[src/rtl/pwm_capture.sv]
// Measures high time and rise-to-rise period of an asynchronous PWM input and flags stuck levels.
// Latency: valid after SYNC_STAGES+1 edges from the closing pwm_in rise; no backpressure, results simply overwrite.
module pwm_capture #(
    parameter int CTR_W       = 11,
    parameter int TIMEOUT     = 2047,
    parameter int SYNC_STAGES = 2
) (
    input  logic             clk,
    input  logic             rst,
    input  logic             pwm_in,
    output logic [CTR_W-1:0] high_cnt,
    output logic [CTR_W-1:0] period_cnt,
    output logic             valid,
    output logic             stuck_hi,
    output logic             stuck_lo
);

    typedef enum logic [1:0] {
        IDLE = 2'd0,
        HIGH = 2'd1,
        LOW  = 2'd2
    } state_t;

    localparam logic [CTR_W-1:0] TMO = CTR_W'(TIMEOUT);
    localparam logic [CTR_W-1:0] ONE = CTR_W'(1);

    logic [SYNC_STAGES-1:0] sync_q;
    logic                   s_d_q;
    state_t                 state_q;
    logic [CTR_W-1:0]       cnt_q;
    logic [CTR_W-1:0]       hi_len_q;
    logic [CTR_W-1:0]       high_cnt_q;
    logic [CTR_W-1:0]       period_cnt_q;
    logic                   valid_q;
    logic                   stuck_hi_q;
    logic                   stuck_lo_q;

    logic                   s;
    logic                   rise;
    logic                   fall;
    logic [CTR_W-1:0]       cnt_sat;

    assign s       = sync_q[SYNC_STAGES-1];
    assign rise    = s & ~s_d_q;
    assign fall    = ~s & s_d_q;
    // Saturating at TIMEOUT keeps the counter from ever wrapping.
    assign cnt_sat = (cnt_q == TMO) ? TMO : cnt_q + ONE;

    always_ff @(posedge clk or negedge rst) begin
        if (!rst) begin
            sync_q       <= '0;
            s_d_q        <= 1'b0;
            state_q      <= IDLE;
            cnt_q        <= '0;
            hi_len_q     <= '0;
            high_cnt_q   <= '0;
            period_cnt_q <= '0;
            valid_q      <= 1'b0;
            stuck_hi_q   <= 1'b0;
            stuck_lo_q   <= 1'b0;
        end else begin
            sync_q  <= {sync_q[SYNC_STAGES-2:0], pwm_in};
            s_d_q   <= s;
            valid_q <= 1'b0;

            if (fall) stuck_hi_q <= 1'b0;
            if (rise) stuck_lo_q <= 1'b0;

            case (state_q)
                IDLE: begin
                    cnt_q <= '0;
                    if (rise) begin
                        state_q <= HIGH;
                        cnt_q   <= ONE;
                    end
                end
                HIGH: begin
                    // An edge arriving on the timeout cycle still counts as a measurement.
                    if (fall) begin
                        state_q  <= LOW;
                        hi_len_q <= cnt_q;
                        cnt_q    <= cnt_sat;
                    end else if (cnt_q == TMO) begin
                        state_q    <= IDLE;
                        stuck_hi_q <= 1'b1;
                        cnt_q      <= '0;
                    end else begin
                        cnt_q <= cnt_sat;
                    end
                end
                LOW: begin
                    if (rise) begin
                        state_q      <= HIGH;
                        high_cnt_q   <= hi_len_q;
                        period_cnt_q <= cnt_q;
                        valid_q      <= 1'b1;
                        cnt_q        <= ONE;
                    end else if (cnt_q == TMO) begin
                        state_q    <= IDLE;
                        stuck_lo_q <= 1'b1;
                        cnt_q      <= '0;
                    end else begin
                        cnt_q <= cnt_sat;
                    end
                end
                default: begin
                    state_q <= IDLE;
                    cnt_q   <= '0;
                end
            endcase
        end
    end

    assign high_cnt   = high_cnt_q;
    assign period_cnt = period_cnt_q;
    assign valid      = valid_q;
    assign stuck_hi   = stuck_hi_q;
    assign stuck_lo   = stuck_lo_q;

endmodule

[config.mk]
export PLATFORM = sky130hd
export DESIGN_NAME = pwm_capture
export DESIGN_NICKNAME = d
export VERILOG_FILES = /design/src/rtl/pwm_capture.sv
export SDC_FILE = /design/constraint.sdc
export NUM_CORES = 1
export LEC_CHECK = 0
export CAP_MARGIN = 15
export CORE_UTILIZATION = 55
export CTS_CLUSTER_DIAMETER = 120
export DETAILED_ROUTE_END_ITERATION = 8
export GPL_TIMING_DRIVEN = 0
export PLACE_DENSITY = 0.91
export REMOVE_ABC_BUFFERS = 1
export SYNTH_ARGS = -nofsm -noshare
export SYNTH_HDL_FRONTEND = slang
export SYNTH_SLANG_ARGS = --single-unit
[constraint.sdc]
create_clock -name clk -period 4.7 [get_ports clk]
set_clock_uncertainty 0.15 [all_clocks]
set_input_delay 1.175 -clock clk [delete_from_list [all_inputs] [get_ports clk]]
set_output_delay 1.175 -clock clk [all_outputs]
set_load 0.01 [all_outputs]
After elaboration in Yosys (flattened, before gate mapping)
Index checks and enable logic that the tools add are counted.
W data, S select, Z words.
{"block": "classes", "n_eq_ne": 4, "n_mux": 21, "add_sub_neg": 1, "bitwise_logic": 4, "n_reduce_logical": 3}
{"cell": "$mux W11", "count": 4}
{"cell": "$pmux W11 S3", "count": 1}
{"cell": "$add A11 B1 Y11 const B", "count": 1}
{"cell": "$eq A11 B11 Y1 const B", "count": 1}
{"cell": "$mux W1", "count": 11}
{"cell": "$mux W2", "count": 4}
{"cell": "$pmux W2 S3", "count": 1}
{"cell": "$reduce_and A2 Y1", "count": 2}
{"cell": "$and A1 B1 Y1", "count": 2}
{"cell": "$eq A2 B1 Y1 const B", "count": 1}
{"cell": "$eq A2 B2 Y1 const B", "count": 1}
{"cell": "$logic_not A2 Y1", "count": 1}
{"cell": "$ne A2 B2 Y1 const B", "count": 1}
{"cell": "$not A1 Y1", "count": 2}
{"block": "totals", "in_bits": 3, "register_bits": 52}

Depth between registers and ports, before layout
{"block": "depth", "depth_word": 6, "mapped_depth": 5, "ltp_nobuf": 4}

Least setup slack after synthesis
Ideal clock, no wire load.
{"block": "synth_timing", "kind": "register to output", "start": "register stuck_hi_q, in the netlist stuck_hi", "end": "output stuck_hi", "slack_ns": 2.982, "arrival_time_ns": 0.393, "stages_incl_launch_ff": 1, "required_time_ns": 3.375, "path_cell_list": "dfrtp_1"}
{"item": "start, declared", "line": "35", "rtl": "logic stuck_hi_q;"}
{"item": "start signal, assigned", "line": "59", "rtl": "stuck_hi_q <= 1'b0;"}
{"item": "start signal, assigned", "line": "66", "rtl": "if (fall) stuck_hi_q <= 1'b0;"}
{"item": "start signal, assigned", "line": "85", "rtl": "stuck_hi_q <= 1'b1;"}
{"item": "end, declared", "line": "14", "rtl": "output logic stuck_hi,"}
No word-level cell between the ends.

Worst setup path in the final report
{"block": "layout_timing", "start": "register stuck_hi_q, in the netlist stuck_hi", "end": "output stuck_hi"}
No word-level cell between the ends.

==> impl_metrics.csv <==
group,metric,value,unit
run_status,status,"finished clean",
cts,post_cts_buffers,0,
route,wl_per_cell,16.3,um
worst_setup_path,cp_top_family,"buffers and inverters",
sta,maxSlewHeadroom,47.0,%
layout,multi_input_area,820,um^2
route,vias,1342,
cts,cts_resized,0,
cts,numCtsBuffers,5,
yosys,syn_avg_cell_area,14.0,um^2
cts,cts_root_buf,"clkbuf_8",
sta,fin_crit_sh,54.2,%
worst_setup_path,arrival,1.22,ns
cts,holdBufCountCts,0,
global_route,grt_pass1_wl,6650,um
worst_setup_path,slowest_delay,0.54,ns
sta,max_clock_freq,393,MHz
layout,seq_area,1300,um^2
floorplan,die_w,64.9,um
global_route,grt_pass1_vias,1392,
layout,diodes,0,
sta,setup_viol,0,
global_route,grt_overflow_total,0,
cts,h-tree-depth,2,
worst_setup_path,crit_cells,1,
route,firstDrtPassIters,4,
layout,final_cell_mix,"dfrtp_1 (52), mux2_2 (33), clkdlybuf4s50_1 (26)",
yosys,ys_types,35,
route,post-route-drc-count,0,
cts,insertion_delay,0.31,ns
layout,final_common_cell,"dfrtp_1",
sta,setup_ws,2.15,ns
sta,tightest_slew,0.793,ns
worst_setup_path,crit_slowest_cell,"clkdlybuf4s50_1",
worst_setup_path,cp-start-kind,"register",
route,ant_nets,0,
floorplan,fp.dieH,64.9,um
sta,maxSlewViolCount,0,
global_route,antenna_found_initial,0,
floorplan,dieArea,4210,um^2
worst_setup_path,critPathKind,"reg2out",
power,ir_worst_vdd,0.000297,V
yosys,ys_seq_area_share,59.8,%
yosys,syn_inst,155,
global_route,grtUsageTotal,21.8,%
worst_hold_path,hp-class,"reg2reg",
sta,grt_setup_unrepaired,"no",
sta,setup-tns-final,0,ns
cts,clock_path_buffers,2,
power,p_leak,1.21,nW
worst_setup_path,critical_path.n_buffers_inverters,1,
floorplan,design.core.area,3720,um^2
cts,clkTransAtPathRegs,0.09,ns
flow_run,cap_violations,0,
worst_hold_path,hold_depth,0,
route,routed_wl,3840,um
sta,hold_viol_final,0,
worst_setup_path,worstPathMaxFanout,2,
cts,cts_tree,"yes",
layout,final_layout_size_suffix_gt1_share,28.9,%
yosys,yosys_warnings,0,
sta,period_minus_slack,2.55,ns
yosys,synth_seq_cells,52,
floorplan,initial_core_util,58.6,%
layout,n_fill_cell,266,
sta,holdWs,0.217,ns
power,powerDensity,420,nW/um^2
route,vias_per_cell,5.71,
worst_setup_path,worstPathCellList,"clkdlybuf4s50_1",
yosys,synth_area,2180,um^2
placed_design,gp_congestion,0.859,
global_route,grt_max_degree,34,
floorplan,rows,22,
layout,nets,190,
worst_setup_path,cp-end-kind,"primary output",
floorplan,ios,28,
route,drt_iter0_drc,69,
worst_setup_path,reg2reg_depth,4,
layout,syn_to_final_growth,21.1,%
cts,cts.sinks,52,
placed_design,hpwl,2620,um
placed_design,io_buffer_count,27,
placed_design,pre_cts_ws,2.49,ns
worst_setup_path,cp.required,3.38,ns
==> synthesized netlist by cell type, drive strengths merged <==
cell | instances | area (um^2)
a211oi | 1 | 7.51
a21boi | 1 | 7.51
a21oi | 9 | 48.8
a2bb2oi | 1 | 15.0
a31oi | 1 | 6.26
and2 | 1 | 6.26
and2b | 1 | 8.76
and3 | 1 | 6.26
and4 | 2 | 22.5
buf | 4 | 45.0
dfrtp | 52 | 1300
ha | 1 | 12.5
inv | 3 | 11.3
mux2 | 33 | 372
nand2 | 5 | 18.8
nand2b | 4 | 35.0
nand3 | 7 | 47.6
nand3b | 1 | 7.51
nand4 | 3 | 33.8
nor2 | 6 | 30.0
nor2b | 2 | 12.5
nor3 | 3 | 26.3
o211ai | 2 | 15.0
o21a | 1 | 7.51
o21ai | 4 | 20.0
xnor2 | 3 | 26.3
xor2 | 3 | 26.3
==> per-layer routing <==
metal  track usage [%]  part of all wire [%]  vias up  wire (um)
met4              9.44                   1.5        0         56
li1                  -                     -      610          -
met2              36.3                    53       35       2050
met1              25.9                    40      692       1550
met5                 0                     0        -          0
met3              6.51                   4.7        5        179
==> per-stage QoR <==
stage	total power, W	instance area, um^2	instances	util, %
floorplan	0.000627	2130	151	-
global placement	0.000690	2460	226	66.3
detailed placement	0.000703	2480	227	66.7
CTS	0.00112	2640	235	70.9
global route	0.00116	2640	235	70.9
finish	0.00111	2640	235	70.9
==> layout make-up <==
class                           instances  area share [%]
Timing Repair Buffer                   28            10.8
Tap cell                               48            2.28
Clock buffer                            5            2.61
Sequential cell                        52            49.4
Clock inverter                          3            3.42
Inverter                                3           0.427
Multi-Input combinational cell         96            31.1
==> sequential cells by signal, indices dropped and copies added (netlist names) <==
signal	count
cnt_q	11
hi_len_q	11
high_cnt	11
period_cnt	11
state_q	2
sync_q	2
s_d_q	1
stuck_hi	1
stuck_lo	1
valid	1
==> path summary, 6_finish.rpt <==
check | from | end | slack (ns)
max | stuck_hi | stuck_hi | 2.15
min | sync_q[0] | sync_q[1] | 0.22
max reg2reg | s_d_q | period_cnt[3] | 2.72
min reg2reg | sync_q[0] | sync_q[1] | 0.22
max in group asynchronous | rst | period_cnt[3] | 3.21
min in group asynchronous | rst | high_cnt[9] | 0.65
==> kinds of logic after synthesis <==
group	synth area share, %
flip-flops	59.8
AND/OR/NAND/NOR	11.7
multiplexers	17.1
AO/OA/AOI/OAI	5.86
buffers and inverters	2.59
XOR/XNOR	2.41
adder cells (fa/ha/maj)	0.575
==> report_power, final <==
part           internal [W]  switching [W]  leakage, nW  total (W)
Clock              0.000266       0.000143       0.0784   0.000409
Sequential         0.000486      0.0000383        0.710   0.000524
Combinational     0.0000857      0.0000885        0.424   0.000174
Total              0.000837       0.000270         1.21    0.00111
Power figures use the tool's default switching activity.
